[src/rtl/banked_regfile.sv]
// banked_regfile: ARM banked general-purpose register file with per-mode
// SPSR bank and atomic exception entry (LR_mode + SPSR_mode in one cycle).
//
// Ports:
//   clk, rst             clock, asynchronous active-high reset
//   mode, usr_bank       current CPSR mode; usr_bank forces USR mapping on
//                        the read and write ports
//   rd_addr / rd_data    RD_PORTS combinational read ports (packed, port p
//                        at [4p+3:4p] / [DATA_W*p +: DATA_W])
//   we, wr_addr, wr_data GPR write port
//   spsr_we, spsr_wd     SPSR write for the current mode (ignored in USR/SYS)
//   spsr_rd              SPSR of the current mode (0 in USR/SYS/illegal)
//   exc_req, exc_mode,   exception entry: R14 of exc_mode <= exc_lr,
//   exc_lr, cpsr_in      SPSR of exc_mode <= cpsr_in
//   exc_ack              one-cycle pulse after an exception write commits
//   mode_err             illegal mode / illegal exception target seen
module banked_regfile #(
  parameter int unsigned DATA_W   = 32,
  parameter int unsigned RD_PORTS = 3,
  parameter int unsigned BYPASS   = 1
) (
  input  logic                         clk,
  input  logic                         rst,
  input  logic [4:0]                   mode,
  input  logic                         usr_bank,
  input  logic [4*RD_PORTS-1:0]        rd_addr,
  output logic [DATA_W*RD_PORTS-1:0]   rd_data,
  input  logic                         we,
  input  logic [3:0]                   wr_addr,
  input  logic [DATA_W-1:0]            wr_data,
  input  logic                         spsr_we,
  input  logic [DATA_W-1:0]            spsr_wd,
  output logic [DATA_W-1:0]            spsr_rd,
  input  logic                         exc_req,
  input  logic [4:0]                   exc_mode,
  input  logic [DATA_W-1:0]            exc_lr,
  input  logic [DATA_W-1:0]            cpsr_in,
  output logic                         exc_ack,
  output logic                         mode_err
);

  typedef enum logic [4:0] {
    M_USR = 5'b10000,
    M_FIQ = 5'b10001,
    M_IRQ = 5'b10010,
    M_SVC = 5'b10011,
    M_ABT = 5'b10111,
    M_UND = 5'b11011,
    M_SYS = 5'b11111
  } mode_e;

  localparam int unsigned NPHYS = 31;
  localparam int unsigned NSPSR = 5;

  // Logical register + mode -> physical index. Illegal modes map like USR.
  function automatic logic [4:0] phys_map(input logic [3:0] r, input logic [4:0] m);
    logic [4:0] p;
    logic       hi;
    p  = {1'b0, r};
    hi = (r == 4'd13) || (r == 4'd14);
    case (m)
      M_FIQ: if (r >= 4'd8 && r != 4'd15) p = 5'd8 + {1'b0, r};
      M_SVC: if (hi) p = 5'd23 + {4'b0, ~r[0]};
      M_ABT: if (hi) p = 5'd25 + {4'b0, ~r[0]};
      M_IRQ: if (hi) p = 5'd27 + {4'b0, ~r[0]};
      M_UND: if (hi) p = 5'd29 + {4'b0, ~r[0]};
      default: ;
    endcase
    return p;
  endfunction

  function automatic logic mode_legal(input logic [4:0] m);
    logic ok;
    case (m)
      M_USR, M_FIQ, M_IRQ, M_SVC, M_ABT, M_UND, M_SYS: ok = 1'b1;
      default: ok = 1'b0;
    endcase
    return ok;
  endfunction

  // Modes that own an SPSR and a banked R14 (legal exception targets).
  function automatic logic mode_banked(input logic [4:0] m);
    logic ok;
    case (m)
      M_FIQ, M_IRQ, M_SVC, M_ABT, M_UND: ok = 1'b1;
      default: ok = 1'b0;
    endcase
    return ok;
  endfunction

  function automatic logic [2:0] spsr_index(input logic [4:0] m);
    logic [2:0] i;
    case (m)
      M_FIQ:   i = 3'd0;
      M_SVC:   i = 3'd1;
      M_ABT:   i = 3'd2;
      M_IRQ:   i = 3'd3;
      M_UND:   i = 3'd4;
      default: i = 3'd0;
    endcase
    return i;
  endfunction

  logic [DATA_W-1:0] gpr  [NPHYS];
  logic [DATA_W-1:0] spsr [NSPSR];

  logic [4:0] acc_mode;
  logic [4:0] wr_phys;
  logic [4:0] exc_phys;
  logic [4:0] rd_phys [RD_PORTS];
  logic       exc_ok;
  logic       cur_banked;
  logic [2:0] cur_spsr;
  logic [2:0] exc_spsr;

  always_comb begin
    acc_mode   = usr_bank ? M_USR : mode;
    wr_phys    = phys_map(wr_addr, acc_mode);
    exc_phys   = phys_map(4'd14, exc_mode);
    exc_ok     = exc_req && mode_banked(exc_mode);
    cur_banked = mode_banked(mode);
    cur_spsr   = spsr_index(mode);
    exc_spsr   = spsr_index(exc_mode);
  end

  always_comb begin
    for (int unsigned p = 0; p < RD_PORTS; p++)
      rd_phys[p] = phys_map(rd_addr[p*4 +: 4], acc_mode);
  end

  // Forwarding mirrors the commit priority (exception over we) and is
  // suppressed while reset holds, since no write can commit then.
  always_comb begin
    rd_data = '0;
    for (int unsigned p = 0; p < RD_PORTS; p++) begin
      rd_data[p*DATA_W +: DATA_W] = gpr[rd_phys[p]];
      if (BYPASS != 0 && !rst) begin
        if (exc_ok && rd_phys[p] == exc_phys)
          rd_data[p*DATA_W +: DATA_W] = exc_lr;
        else if (we && rd_phys[p] == wr_phys)
          rd_data[p*DATA_W +: DATA_W] = wr_data;
      end
    end
  end

  always_comb begin
    spsr_rd = '0;
    if (cur_banked) spsr_rd = spsr[cur_spsr];
  end

  // Exception writes are issued after the normal writes so that, on a
  // collision at the same entry, the exception value is the one kept.
  always_ff @(posedge clk or posedge rst) begin
    if (rst) begin
      for (int unsigned i = 0; i < NPHYS; i++) gpr[i[4:0]] <= '0;
      for (int unsigned i = 0; i < NSPSR; i++) spsr[i[2:0]] <= '0;
      exc_ack  <= 1'b0;
      mode_err <= 1'b0;
    end else begin
      if (we) gpr[wr_phys] <= wr_data;
      if (spsr_we && cur_banked) spsr[cur_spsr] <= spsr_wd;
      if (exc_ok) begin
        gpr[exc_phys]  <= exc_lr;
        spsr[exc_spsr] <= cpsr_in;
      end
      exc_ack  <= exc_ok;
      mode_err <= !mode_legal(mode) || (exc_req && !mode_banked(exc_mode));
    end
  end

endmodule

[config.mk]
export PLATFORM = sky130hd
export DESIGN_NAME = banked_regfile
export DESIGN_NICKNAME = d
export VERILOG_FILES = /design/src/rtl/banked_regfile.sv
export SDC_FILE = /design/constraint.sdc
export NUM_CORES = 2
export LEC_CHECK = 0
export BUFFER_PORTS_ARGS = -buffer_cell sky130_fd_sc_hd__buf_2
export CAP_MARGIN = 30
export CORE_UTILIZATION = 35
export DETAILED_ROUTE_END_ITERATION = 10
export SLEW_MARGIN = 20
export SYNTH_ARGS = -nofsm -noshare
export SYNTH_HDL_FRONTEND = slang
export SYNTH_SLANG_ARGS = --single-unit
[constraint.sdc]
create_clock -name clk -period 87.5 [get_ports clk]
set_input_delay 17.5 -clock clk [delete_from_list [all_inputs] [get_ports clk]]
set_output_delay 17.5 -clock clk [all_outputs]
set_load 0.05 [all_outputs]
==> impl_metrics.csv <==
group,metric,value,unit
setup_path,crit_chain,"buf_4 -> buf_4 -> xnor2_1 -> a211oi_1 -> o211a_4 -> buf_4 -> xnor2_1 -> or4_4 -> a21oi_4 -> buf_4 -> a31oi_1 -> a21oi_1 -> buf_4 -> buf_2",
route,vias,76956,
sta,hold_violations,0,
setup_path,critPathArrivalTime,24.18,ns
synth,syn_inst,8392,
clock_tree,cts_root_buf,"clkbuf_16",
synth,async_reset_ff_share,100,%
synth,syn_avg_cell_area,9.23,µm²
pwr,netSwitchingFraction,35.9,%
clock_tree,cts_resized,0,
sta,final.setup.tns,0,ns
global_routing,grt_pass1_wl,554000,µm
global_routing,grt_max_degree,166,
pwr,cellPowerDensity,21.4,mW/mm²
setup_path,cp.required,70.00,ns
sta,fin_skew,0,ns
synth,ys_ff_latch,1154,
pwr,power.switching,0.663,mW
sta,tightest_slew,1.15,ns
route,met1Wirelength,137000,µm
global_routing,grt_use_total,34.4,%
die,ioPinCount,290,
sta,rsz0062_at_grt,"false",
route,route.detailed.drc,0,
clock_tree,cts_num_sinks,1154,
sta,slew_headroom,23.0,%
die,die_y,473,µm
sta,fmax,24.0,MHz
clock_tree,clk_latency,0.84,ns
setup_path,crit_path_frequent_cell,"buf_4",
clock_tree,cts_tree,"done",
route,viasPerCell,6.83,
route,antenna_left,0,
synth,netlist_area,0.0775,mm²
setup_path,slowest_delay,0.99,ns
synth,yosysWarningCount,0,
setup_path,critical_path_class,"input port to output port",
route,top_layer,"met5",
pwr,pwr-share-seq,40.0,%
clock_tree,post_cts_buffers,0,
sta,setup_viol,0,
synth,synth_nets,8556,
setup_path,critical_path.endpoint_type,"output port",
synth,synth_ff_type,"dfrtp_1",
route,wl_met3,66200,µm
die,die_area,0.223,mm²
pwr,ir_drop,0.0235,mV
route,first_pass_iters,10,
place,portBuffers,289,
outcome,status,"complete, no violations",
die,core,0.220,mm²
synth,seq_area_frac_synth,37.3,%
clock_tree,hold_buffers,0,
finish,drive_above_1_share,22.7,%
synth,yosysTopAreaCellShare,37.3,%
route,routedWlPerCell,35.3,µm
finish,multi_input_area,0.0453,mm²
place,hpwl,238000,µm
global_routing,antenna_found_initial,69,
flow_run,drv_cap,0,
clock_tree,cts_buffers,135,
pwr,pwr-share-clk,33.2,%
synth,synth_edf_count,0,
pwr,total_leakage_power,36.5,nW
finish,n_fill_cell,21757,
synth,synth_area_leaders,"dfrtp_1, mux2_2, mux2i_1, nand2_1, mux4_2",
setup_path,critPathSlowestCell,"a21oi_4",
route,routed-wl-met2,154000,µm
finish,ff_latch_area,0.0289,mm²
sta,fin_crit_sh,47.6,%
sta,maxSlewViolCount,0,
finish,utilization,39.3,%
pwr,p_int,1.18,mW
finish,final_nets,8341,
clock_tree,path_clk_slew,0.06,ns
clock_tree,htreeDepth,4,
synth,synth_top_area_cell,"dfrtp_1",
global_routing,grt_pass1_vias,72408,
die,chipWidth,473,µm
setup_path,crit_path_start_kind,"input port",
clock_tree,clockBufferDepth,3,
pwr,p_comb_share,26.8,%
die,initial_utilization,35.2,%
global_routing,grt_overflow,0,
die,rows,172,
place,place_congestion,0.995,
hold_path,min_path_type,"flop to flop",
synth,ys_types,98,
setup_path,cp_max_fo,41,
route,drt_iter0_markers,13091,
finish,area_delta_synth_final,11.6,%
route,totalWireLength,397000,µm
sta,fin_crit,41.68,ns
[worst paths after layout]
| path | slack, ns | end | cells past startpoint | start |
|---|---|---|---|---|
| worst max-delay path | 45.82 | rd_data[48] | 14 | rd_addr[5] |
| worst min-delay path | 0.51 | flop | 2 | flop |
| worst max register to register | 86.61 | gpr[157] | 2 | gpr[157] |
| worst min register to register | 0.51 | flop | 2 | flop |
| max in group asynchronous | 67.48 | asynchronous set/reset pin | 5 | rst |
| min in group asynchronous | 16.94 | asynchronous set/reset pin | 2 | rst |
[layout by cell type (no fill, tap or decap), types with 190 or more instances in the layout]
master	count
nand3_1	449
mux4_2	190
o21ai_0	381
mux2_2	783
buf_4	205
nand2_1	1586
mux2i_1	640
a21oi_1	472
dfrtp_1	1154
buf_2	293
nor2_1	353
[critical path: cells and delay by family]
| kind | cells | cell delay [ns] |
|---|---|---|
| buffers and inverters | 6 | 2.92 |
| AOI/OAI and AO/OA | 5 | 2.29 |
| and+or+nand+nor | 1 | 0.87 |
| xor gates and xnor gates | 2 | 0.44 |
[cells by family after synthesis]
logic type      share of synthesized area [%]
compound gates                           16.4
xor+xnor                                0.260
fa+ha+maj                              0.0646
buf+inv                                  5.17
flops                                    37.3
mux                                      25.8
simple gates                             15.0
[stage by stage]
stage	cell area [µm²]	hold slack, ns	total power [mW]	setup WS (ns)	instances
3_5_place_dp	81600	0.499	1.22	46.22	10991
3_3_place_gp	81200	0.494	1.20	45.74	10965
6_report	86500	0.513	1.85	45.82	11266
2_1_floorplan	77500	0.471	1.05	7.40	8392
4_1_cts	86300	0.512	1.82	46.22	11234
5_1_grt	86400	0.547	1.90	46.04	11245
[final cells by class]
| type | count | area share [%] |
|---|---|---|
| multi-input combinational | 6306 | 52.3 |
| inverter | 46 | 0.217 |
| sequential | 1154 | 33.4 |
| clock buffer | 201 | 4.62 |
| tap | 2958 | 4.28 |
| clock inverter | 42 | 0.737 |
| antenna | 25 | 0.0724 |
| timing repair buffer | 534 | 4.34 |
[power by group through the flow]
stage	logic, mW	registers [mW]	clock network, mW
finish	0.496	0.738	0.613
global route	0.517	0.751	0.632
global placement	0.465	0.736	0
floorplan	0.336	0.712	0
detailed placement	0.475	0.742	0
CTS	0.476	0.733	0.611
[routing by layer]
metal,vias to the layer above,track usage (%)
met5,-,0.952
met4,80,27.0
met3,2199,16.7
met2,7099,46.6
met1,37302,41.0
li1,30276,-
[cells in the mapped netlist (all sizes together), types with 46 or more instances]
library cell  count
nand3           449
mux2            827
dfrtp          1154
a21oi           479
a31oi            94
nor3             70
nor2            390
nand2          1600
clkbuf          516
a311oi           80
and3             87
buf             370
mux2i           640
o211ai          177
a22oi           135
o221ai           46
o22ai           102
o21ai           396
mux4            190
a211oi           68
(Power assumes the default switching activity.)
